==> src/rtl/wb_guard_pkg.sv <==
// Shared types and constants for the Wishbone bus guard slice.
package wb_guard_pkg;

  localparam int unsigned ADR_W = 32;
  localparam int unsigned DAT_W = 32;
  localparam int unsigned SEL_W = 4;

  localparam logic [DAT_W-1:0] ERR_DATA_DEF = 32'hDEADBEEF;

  typedef enum logic [1:0] {
    IDLE = 2'd0,
    FWD  = 2'd1,
    RESP = 2'd2
  } state_t;

  // Saturating 16-bit statistics step; a clear coinciding with an event leaves a count of 1.
  function automatic logic [15:0] sat_step(input logic [15:0] cur,
                                           input logic        inc,
                                           input logic        clr);
    logic [15:0] base;
    base = clr ? '0 : cur;
    if (inc && (base != '1)) begin
      base = base + 16'd1;
    end
    return base;
  endfunction

endpackage

==> src/rtl/wb_guard_timer.sv <==
// Timeout counter for the bus guard: cleared while idle, counts FWD cycles, flags TIMEOUT-1.
module wb_guard_timer #(
  parameter int unsigned TIMEOUT = 64,
  parameter int unsigned CW      = $clog2(TIMEOUT + 1)
) (
  input  logic clk,
  input  logic rst_n,
  input  logic clr,
  input  logic inc,
  output logic tc
);

  logic [CW-1:0] cnt;

  always_ff @(posedge clk or negedge rst_n) begin
    if (!rst_n) begin
      cnt <= '0;
    end else if (clr) begin
      cnt <= '0;
    end else if (inc) begin
      cnt <= cnt + CW'(1);
    end
  end

  always_comb begin
    tc = (cnt == CW'(TIMEOUT - 1));
  end

endmodule

==> src/rtl/wb_bus_guard.sv <==
// Registered Wishbone slice with downstream timeout, sticky irq and error-address capture.
// Optional statistics counters are built when WB_GUARD_STATS_EN is defined.
module wb_bus_guard
  import wb_guard_pkg::*;
#(
  parameter int unsigned      TIMEOUT  = 64,
  parameter logic [DAT_W-1:0] ERR_DATA = ERR_DATA_DEF
) (
  input  logic             wb_clk_i,
  input  logic             wb_rst_ni,
  input  logic             wbs_cyc_i,
  input  logic             wbs_stb_i,
  input  logic             wbs_we_i,
  input  logic [SEL_W-1:0] wbs_sel_i,
  input  logic [ADR_W-1:0] wbs_adr_i,
  input  logic [DAT_W-1:0] wbs_dat_i,
  output logic             wbs_ack_o,
  output logic [DAT_W-1:0] wbs_dat_o,
  output logic             m_cyc_o,
  output logic             m_stb_o,
  output logic             m_we_o,
  output logic [SEL_W-1:0] m_sel_o,
  output logic [ADR_W-1:0] m_adr_o,
  output logic [DAT_W-1:0] m_dat_o,
  input  logic             m_ack_i,
  input  logic [DAT_W-1:0] m_dat_i,
  output logic             irq_o,
  input  logic             irq_clr_i,
  output logic [ADR_W-1:0] err_adr_o
`ifdef WB_GUARD_STATS_EN
  ,
  output logic [15:0]      txn_cnt_o,
  output logic [15:0]      tmo_cnt_o
`endif
);

  localparam int unsigned CW = $clog2(TIMEOUT + 1);

  state_t state;
  logic   tmr_clr;
  logic   tmr_inc;
  logic   tmr_tc;

  always_comb begin
    tmr_clr = (state == IDLE);
    tmr_inc = (state == FWD);
  end

  wb_guard_timer #(
    .TIMEOUT(TIMEOUT),
    .CW     (CW)
  ) u_timer (
    .clk  (wb_clk_i),
    .rst_n(wb_rst_ni),
    .clr  (tmr_clr),
    .inc  (tmr_inc),
    .tc   (tmr_tc)
  );

  always_ff @(posedge wb_clk_i or negedge wb_rst_ni) begin
    if (!wb_rst_ni) begin
      state     <= IDLE;
      wbs_ack_o <= 1'b0;
      wbs_dat_o <= '0;
      m_cyc_o   <= 1'b0;
      m_stb_o   <= 1'b0;
      m_we_o    <= 1'b0;
      m_sel_o   <= '0;
      m_adr_o   <= '0;
      m_dat_o   <= '0;
      irq_o     <= 1'b0;
      err_adr_o <= '0;
    end else begin
      // Clear first so that a timeout in the same cycle overrides it.
      if (irq_clr_i) begin
        irq_o <= 1'b0;
      end
      case (state)
        IDLE: begin
          wbs_ack_o <= 1'b0;
          if (wbs_cyc_i && wbs_stb_i) begin
            m_adr_o <= wbs_adr_i;
            m_dat_o <= wbs_dat_i;
            m_we_o  <= wbs_we_i;
            m_sel_o <= wbs_sel_i;
            m_cyc_o <= 1'b1;
            m_stb_o <= 1'b1;
            state   <= FWD;
          end
        end
        FWD: begin
          if (!wbs_cyc_i) begin
            m_cyc_o <= 1'b0;
            m_stb_o <= 1'b0;
            state   <= IDLE;
          end else if (m_ack_i) begin
            wbs_dat_o <= m_dat_i;
            wbs_ack_o <= 1'b1;
            m_cyc_o   <= 1'b0;
            m_stb_o   <= 1'b0;
            state     <= RESP;
          end else if (tmr_tc) begin
            wbs_dat_o <= ERR_DATA;
            wbs_ack_o <= 1'b1;
            irq_o     <= 1'b1;
            err_adr_o <= m_adr_o;
            m_cyc_o   <= 1'b0;
            m_stb_o   <= 1'b0;
            state     <= RESP;
          end
        end
        RESP: begin
          wbs_ack_o <= 1'b0;
          state     <= IDLE;
        end
        default: begin
          wbs_ack_o <= 1'b0;
          m_cyc_o   <= 1'b0;
          m_stb_o   <= 1'b0;
          state     <= IDLE;
        end
      endcase
    end
  end

`ifdef WB_GUARD_STATS_EN
  logic resp_entry;
  logic tmo_hit;

  always_comb begin
    resp_entry = (state == FWD) && wbs_cyc_i && (m_ack_i || tmr_tc);
    tmo_hit    = (state == FWD) && wbs_cyc_i && !m_ack_i && tmr_tc;
  end

  always_ff @(posedge wb_clk_i or negedge wb_rst_ni) begin
    if (!wb_rst_ni) begin
      txn_cnt_o <= '0;
      tmo_cnt_o <= '0;
    end else begin
      txn_cnt_o <= sat_step(txn_cnt_o, resp_entry, irq_clr_i);
      tmo_cnt_o <= sat_step(tmo_cnt_o, tmo_hit, irq_clr_i);
    end
  end
`endif

endmodule
==> config.mk <==
export PLATFORM = sky130hd
export DESIGN_NAME = wb_bus_guard
export DESIGN_NICKNAME = d
export VERILOG_FILES = /design/src/rtl/wb_guard_pkg.sv /design/src/rtl/wb_guard_timer.sv /design/src/rtl/wb_bus_guard.sv
export SDC_FILE = /design/constraint.sdc
export NUM_CORES = 1
export LEC_CHECK = 0
export CAP_MARGIN = 10
export CELL_PAD_IN_SITES_DETAIL_PLACEMENT = 1
export CELL_PAD_IN_SITES_GLOBAL_PLACEMENT = 2
export CORE_ASPECT_RATIO = 1.5
export CORE_MARGIN = 3
export CORE_UTILIZATION = 29
export CTS_BUF_LIST = sky130_fd_sc_hd__clkbuf_16
export DETAILED_ROUTE_END_ITERATION = 10
export PLACE_DENSITY = 0.8
export SLEW_MARGIN = 0
export SYNTH_ARGS = -nofsm -noshare
export SYNTH_HDL_FRONTEND = slang
export SYNTH_SLANG_ARGS = --single-unit
==> constraint.sdc <==
create_clock -name wb_clk_i -period 3.2 [get_ports wb_clk_i]
set_clock_uncertainty 0.1 [all_clocks]
set_input_delay 0.64 -clock wb_clk_i [delete_from_list [all_inputs] [get_ports wb_clk_i]]
set_output_delay 0.64 -clock wb_clk_i [all_outputs]
set_load 0.03 [all_outputs]
# Word level (Yosys, flattened, before mapping)
# Index checks and enable logic that the tools add are counted.
[word_totals] register_bits=145 input_bits=107
[op_classes] addsub=1 eq_ne=7 mux=23 bitwise_logic=2 reduce_logical=10
[op_table] operator="$mux W32" count=2
[op_table] operator="$mux W7" count=2
[op_table] operator="$mux W1" count=13
[op_table] operator="$mux W2" count=4
[op_table] operator="$add A7 B1 Y7 const B" count=1
[op_table] operator="$eq A7 B6 Y1 const B" count=1
[op_table] operator="$reduce_and A2 Y1" count=3
[op_table] operator="$reduce_and A3 Y1" count=2
[op_table] operator="$ne A4 B3 Y1 const B" count=1
[op_table] operator="$pmux W2 S2" count=1
[op_table] operator="$reduce_and A4 Y1" count=1
[op_table] operator="$reduce_bool A2 Y1" count=2
[op_table] operator="$ne A3 B2 Y1 const B" count=1
[op_table] operator="$pmux W1 S3" count=1
[op_table] operator="$eq A2 B1 Y1 const B" count=1
[op_table] operator="$eq A2 B2 Y1 const B" count=1
[op_table] operator="$logic_not A2 Y1" count=1
[op_table] operator="$ne A2 B1 Y1 const B" count=1
[op_table] operator="$ne A2 B2 Y1 const B" count=1
[op_table] operator="$not A1 Y1" count=2
[op_table] operator="$logic_and A1 B1 Y1" count=1

# Longest topological paths before layout
# Gate-level depths: netlist (run 1).
[logic_depth] depth_word=5 ltp_mapped=7 ltp_nobuf=4

# Modules after synthesis
# A second synthesis (run 1) with hierarchy kept.
[hier_totals] hier_cells=338 hier_area_um2=5482.8
[by_module_without_submodules] mod="wb_bus_guard" instances=1 cells_per_inst=308 area_each_um2=5158.7 seq_area_each_um2=3453.3
[by_module_without_submodules] mod="wb_guard_timer" instances=1 cells_per_inst=30 area_each_um2=324.1 seq_area_each_um2=175.2

# Least setup slack after synthesis (run 1)
# Ideal clock, no wire load.
[synth_timing] path_type="in2reg" start="input port m_ack_i" end="register err_adr_o[10]" setup_time_ns=0.125 arrival_time_ns=1.634 required_time_ns=2.975 slack_ns=1.341 cell_stages=5 n_path_buf=2 path_cell_list="and4bb_1 and3_4 buf_6 buf_8 mux2_4"
[synth_between] elab_chain_len=2
[synth_rtl] element="start, declared" line_no="wb_bus_guard.sv:25" text="input logic m_ack_i,"
[synth_rtl] element="$not A1 Y1 (no source line)"
[synth_rtl] element="$reduce_and A4 Y1 (no source line)"
[synth_rtl] element="end signal, assigned" line_no="wb_bus_guard.sv:106" text="err_adr_o <= m_adr_o;"
[synth_rtl] element="end, declared" line_no="wb_bus_guard.sv:29" text="output logic [ADR_W-1:0] err_adr_o"
# No other way between the ends.
# A chain may end at the register's enable or synchronous reset.

==> results of run 1 <==
## power by group
group / internal, mW / total (mW) / switching, mW
sequential: 2.07 / 2.24 / 0.175
clock: 1.12 / 1.88 / 0.759
combinational: 0.711 / 1.49 / 0.784
## flip-flops by register name (all words and copies together), names as in the netlist
name	flops
wbs_dat_o	32
state	2
m_adr_o	32
m_we_o	1
irq_o	1
m_dat_o	32
m_sel_o	4
err_adr_o	32
u_timer.cnt	7
wbs_ack_o	1
m_stb_o	1
## kinds of logic after synthesis
logic type,share of synthesized area (%)
fa+ha+maj,0.2130
compound gates,7.904
simple gates,4.176
mux,21.41
flops,61.78
buf+inv,4.516
## final timing paths
check / startpoint / endpoint / slack, ps / cells past startpoint
worst max-delay path: m_stb_o$_DFFE_PN0P_ / m_cyc_o / 840 / 1
worst min-delay path: wb_rst_ni / m_dat_o[25]$_DFFE_PN0P_ / 150 / 1
worst max register to register: u_timer.cnt[0]$_DFFE_PN0P_ / err_adr_o[24]$_DFFE_PN0P_ / 970 / 5
worst min register to register: irq_o$_DFF_PN0_ / irq_o$_DFF_PN0_ / 380 / 1
max in group asynchronous: wb_rst_ni / wbs_dat_o[18]$_DFFE_PN0P_ / 2170 / 2
min in group wb_clk_i: irq_o$_DFF_PN0_ / irq_o$_DFF_PN0_ / 380 / 1
## synthesized netlist by cell type (all sizes together)
master	number	area share (%)
nor4b	1	0.15
or3	1	0.11
nor2b	5	0.53
a221o	8	1.4
and3	1	0.19
buf	19	2.5
o211ai	1	0.13
and3b	1	0.15
a21bo	1	0.17
nand3	2	0.17
a22o	1	0.15
nand2b	1	0.11
mux2	102	21
o21ai	7	0.60
nand4	1	0.11
ha	1	0.21
a21o	1	0.13
a211o	1	0.15
a221oi	1	0.15
inv	26	1.7
nand4b	1	0.15
o311ai	1	0.15
nor2	4	0.30
o22ai	24	2.6
dfrtp	145	62
and4bb	1	0.21
nand2	10	0.64
clkbuf	6	0.38
nand3b	2	0.26
and4	1	0.15
a21oi	27	2.4
and2	9	0.96
## stage by stage
step	cell area [um^2]	std cells
2_1_floorplan	5873	413
3_3_place_gp	8612	900
3_5_place_dp	8612	900
4_1_cts	9164	931
5_1_grt	9164	931
6_report	9164	931
## cell type report
class                   instances  area [um^2]
repair buffers                252         2576
fillers                      2068        10700
well taps                     260        325.3
clock inverters                14        126.4
multi-input cells             217         1984
flip-flops and latches        145         3628
inverters                      26        97.59
clock buffers                  17        425.4
## layer usage
metal	global-route usage [%]	wire length (um)
met5	0	0
met4	5.874	404
met3	5.433	1312
met2	27.95	8826
met1	18.00	6909
## worst register-to-register path, delay by kind of cell, from the launching register on
family | cells | cell delay [ps]
adders and majority gates | 1 | 260
buffers and inverters | 1 | 240
DFF | 1 | 390
muxes | 1 | 320
and+or+nand+nor | 2 | 810
==> results.tsv, run 1 <==
metric	value	unit
outcome	finished, final reports clean	
fmax	424.5	MHz
synth_seq_area_share	61.78	%
worst_ep_required_time	2460	ps
worst_skew_pair.late_latency	420	ps
vias_in_the_first_global_route	4736	
worstSetupStartpointType	flip-flop	
clock-root-buffer	sky130_fd_sc_hd__clkbuf_16	
power.leakage	3.801	nW
gp_congestion	0.7344	
vias_per_cell	4.611	
hold_path_class	input pin to asynchronous set/reset pin	
synthesis.area_per_instance	14.22	um^2
pre_cts_slack	515.1	ps
rsz0062_at_grt	no	
worst_path_max_delay_cell	sky130_fd_sc_hd__clkdlybuf4s50_1	
worst_ep_arrival_time	1620	ps
worst_slew_pin_slew	675.6	ps
layout_commonest_cell	sky130_fd_sc_hd__clkdlybuf4s50_1	
syn-cell-area	0.005873	mm^2
dp_hpwl	12990	um
postSynthCellCount	413	
final_layout_size_suffix_gt1_share	20.42	%
nNetsFinal	767	
die_x	122.2	um
die-height	180.3	um
slew_hr	54.96	%
total_number_of_vias	4293	
criticalPathCategory	flip-flop to output pin	
p_per_area	613.3	mW/mm^2
design_power_total	5.620	mW
worstPathMaxFanout	4	
layout.core_utilization	46.13	%
core_area	0.01986	mm^2
synthDistinctLibCells	40	
post_cts_buffers	0	
grt_antenna_before_repair	0	
cts_tree	built	
timing.setup.tns	0	ps
critical_path.top_delay_family	buffers and inverters	
cts.hold.buffers_added	0	
ir_worst_vdd	0.3573	mV
antenna_left	0	
layout_common_cells	sky130_fd_sc_hd__clkdlybuf4s50_1, sky130_fd_sc_hd__dfrtp_1, sky130_fd_sc_hd__mux2_2	
max_cap_violations	0	
finalWorstPathRequiredPeriod	2356	ps
layout_worst_path_cycle_share	73.62	%
count_of_routing_violations_after_the_opening_detailed_route_iteration	119	
placementRows	63	
wire_per_inst	18.75	um
yosys_register_bits	145	
maxSlewViolCount	0	
clock_sinks	145	
clock_tree.buffer_depth	2	
cts.reportedPaths.clkPinSlew	60	ps
post-route-drc-count	0	
antenna-diode-count	0	
grt_first_pass_wirelength	27190	um
grt_max_degree	72	
end_kind	output pin	
whs	151.3	ps
htreeDepth	4	
post_cts_resize_count	0	
cts_buffers	17	
floorplan.initialDensity	29.57	%
track_usage	16.05	%
ys_warnings	0	
crit_buf_inv	1	
port_buffers	243	
globalRoute.totalOverflow	0	
totalWireLength	17450	um
syn_nets	521	
finalSetupViolCount	0	
area_delta_synth_final	56.03	%
timing.final.hold_violations	0	
worst_slack	844.2	ps
fp.dieArea	0.02203	mm^2
longest_individual_stage_delay_on_the_worst_path	740	ps
path_cells	clkdlybuf4s50_1	
drt_pass1_iterations	4	
pin_count	244	
Note: power is estimated with default switching activity, not from simulation.
==> run 2, diff against run 1 <==
--- a/config.mk
+++ b/config.mk
@@ -10,10 +10,10 @@
 export CELL_PAD_IN_SITES_GLOBAL_PLACEMENT = 2
 export CORE_ASPECT_RATIO = 1.5
 export CORE_MARGIN = 3
-export CORE_UTILIZATION = 29
+export CORE_UTILIZATION = 27
 export CTS_BUF_LIST = sky130_fd_sc_hd__clkbuf_16
 export DETAILED_ROUTE_END_ITERATION = 10
-export PLACE_DENSITY = 0.8
+export PLACE_DENSITY = 0.75
 export SLEW_MARGIN = 0
 export SYNTH_ARGS = -nofsm -noshare
 export SYNTH_HDL_FRONTEND = slang
==> constraint.sdc (replaced) <==
create_clock -name wb_clk_i -period 2.3 [get_ports wb_clk_i]
set_clock_uncertainty 0.1 [all_clocks]
set_input_delay 0.46 -clock wb_clk_i [delete_from_list [all_inputs] [get_ports wb_clk_i]]
set_output_delay 0.46 -clock wb_clk_i [all_outputs]
set_load 0.03 [all_outputs]
==> results.tsv, run 2 (synthesized netlist as in run 1, its figures left out) <==
metric	value	unit	change
finalWorstPathRequiredPeriod	2109	ps	
nNetsFinal	777		+1.3%
cts.hold.buffers_added	1		+1
max_cap_violations	0		unchanged
dpl_cell_area	0.008702	mm^2	+1.0%
ir_worst_vdd	0.4176	mV	+17%
grt_antenna_before_repair	1		+1
worst_ep_required_time	1740	ps	-720 ps
global_route.usage.met1	16.79	%	-1.2 points
floorplan.initialDensity	27.67	%	-1.9 points
outcome	finished, final reports clean		
timing.final.hold_violations	0		unchanged
slew_hr	69.36	%	+14 points
n_fill_cell	2191		+5.9%
track_usage	14.85	%	-1.2 points
vias_per_cell	4.571		-0.88%
grt_first_pass_wirelength	27670	um	+1.8%
post_cts_resize_count	0		unchanged
core_area	0.02123	mm^2	+6.9%
worstSetupStartpointType	flip-flop		
drt_pass1_iterations	4		unchanged
final_design_area_no_fill	0.009240	mm^2	+0.83%
path_cells	clkdlybuf4s50_1		
dp_hpwl	12970	um	-0.19%
worst_ep_arrival_time	1550	ps	-70 ps
fmax	474.2	MHz	
cts.reportedPaths.clkPinSlew	60	ps	about the same
count_of_routing_violations_after_the_opening_detailed_route_iteration	170		+43%
totalWireLength	17290	um	-0.92%
final_layout_size_suffix_gt1_share	21.29	%	+0.87 points
multiInputGateArea	0.001984	mm^2	unchanged
crit_buf_inv	1		unchanged
layout_worst_path_cycle_share	91.68	%	
pin_count	244		unchanged
globalRoute.totalOverflow	0		unchanged
crit_cells	1		unchanged
finalSetupViolCount	0		unchanged
design_power_total	7.689	mW	+37%
layout_commonest_cell	sky130_fd_sc_hd__clkdlybuf4s50_1		
fp.dieArea	0.02359	mm^2	+7.1%
wire_per_inst	18.20	um	-2.9%
criticalPathCategory	flip-flop to output pin		
end_kind	output pin		
cts_buffers	17		unchanged
worst_slew_pin_slew	459.4	ps	-216.2 ps
htreeDepth	4		unchanged
hold_path_class	flip-flop to flip-flop		
p_per_area	832.1	mW/mm^2	+36%
global_route.peak_usage_layer	met2		
grt_max_degree	39		-46%
gp_congestion	0.7473		+1.8%
clock_tree.buffer_depth	2		unchanged
ff2ff_setup_slack	300	ps	-670 ps
cell_count_of_the_worst_reg_to_reg_path	5		unchanged
grt_util_met2	25.80	%	-2.1 points
post-route-drc-count	0		unchanged
total_number_of_vias	4342		+1.1%
longest_individual_stage_delay_on_the_worst_path	750	ps	about the same
hold_depth	1		
timing.setup.tns	0	ps	unchanged
antenna_left	0		unchanged
clock_sinks	145		unchanged
clock-root-buffer	sky130_fd_sc_hd__clkbuf_16		
layout.core_utilization	43.53	%	-2.6 points
worst_path_max_delay_cell	sky130_fd_sc_hd__clkdlybuf4s50_1		
die-height	186.6	um	+3.5%
placementRows	65		+3.2%
post_cts_buffers	0		unchanged
port_buffers	243		unchanged
power.leakage	3.846	nW	+1.2%
layout_common_cells	sky130_fd_sc_hd__clkdlybuf4s50_1, sky130_fd_sc_hd__dfrtp_1, sky130_fd_sc_hd__mux2_2		
vias_in_the_first_global_route	4862		+2.7%
rsz0062_at_grt	no		
worst_skew_pair.late_latency	420	ps	about the same
area_delta_synth_final	57.33	%	
met3_usage	5.011	%	-0.42 points
maxSlewViolCount	0		unchanged
cts_tree	built		
worstPathMaxFanout	4		unchanged
critical_path.top_delay_family	buffers and inverters		
seq_area	0.003628	mm^2	unchanged
die_x	126.4	um	+3.5%
==> run 2: cell types whose count changed in the layout (fill, tap and decap cells not counted) <==
| cell | delta |
|---|---|
| sky130_fd_sc_hd__buf_4 | +8 |
| sky130_fd_sc_hd__clkinv_4 | -2 |
| sky130_fd_sc_hd__inv_6 | +2 |
| sky130_fd_sc_hd__buf_12 | +1 |
| sky130_fd_sc_hd__bufinv_16 | -1 |
| sky130_fd_sc_hd__diode_2 | +1 |
| sky130_fd_sc_hd__dlygate4sd3_1 | +1 |
| sky130_fd_sc_hd__inv_1 | +1 |
==> run 2: power by group <==
part	leakage, nW	switching (mW)	internal (mW)	total [mW]
registers	1.82	0.224	2.88	3.10
clock network	0.265	1.04	1.45	2.49
logic	1.76	1.10	0.997	2.10
==> run 2: layout make-up <==
type,count,area share (%)
Tap cell,268,3.629
Antenna cell,1,0.02708
Clock buffer,17,4.604
Timing Repair Buffer,262,28.86
Sequential cell,145,39.27
Inverter,26,1.056
Clock inverter,14,1.083
Multi-Input combinational cell,217,21.48
==> run 2: worst paths after layout <==
check                                            from                   endpoint
setup / recovery                  m_stb_o$_DFFE_PN0P_                    m_stb_o
hold / removal                        irq_o$_DFF_PN0_            irq_o$_DFF_PN0_
setup reg to reg           u_timer.cnt[0]$_DFFE_PN0P_  err_adr_o[31]$_DFFE_PN0P_
hold reg to reg                       irq_o$_DFF_PN0_            irq_o$_DFF_PN0_
max in group asynchronous                   wb_rst_ni  err_adr_o[21]$_DFFE_PN0P_
min in group asynchronous                   wb_rst_ni  err_adr_o[30]$_DFFE_PN0P_
==> run 2: per-layer routing <==
metal	vias up	part of all wire, %	wire, um
met4	0	1.9	335
met3	22	6.6	1136
met1	2183	40	6842
met5	-	0	0
li1	1971	-	-
met2	166	52	8976
==> run 2: stage by stage <==
step / worst slack (ps) / hold WS [ps] / std cells
2_1_floorplan: 463.4 / 64.41 / 413
3_3_place_gp: 46.89 / 299.0 / 917
3_5_place_dp: -4.470 / 292.2 / 917
4_1_cts: 151.9 / 395.6 / 949
5_1_grt: 141.0 / 419.7 / 950
6_report: 191.3 / 385.4 / 950
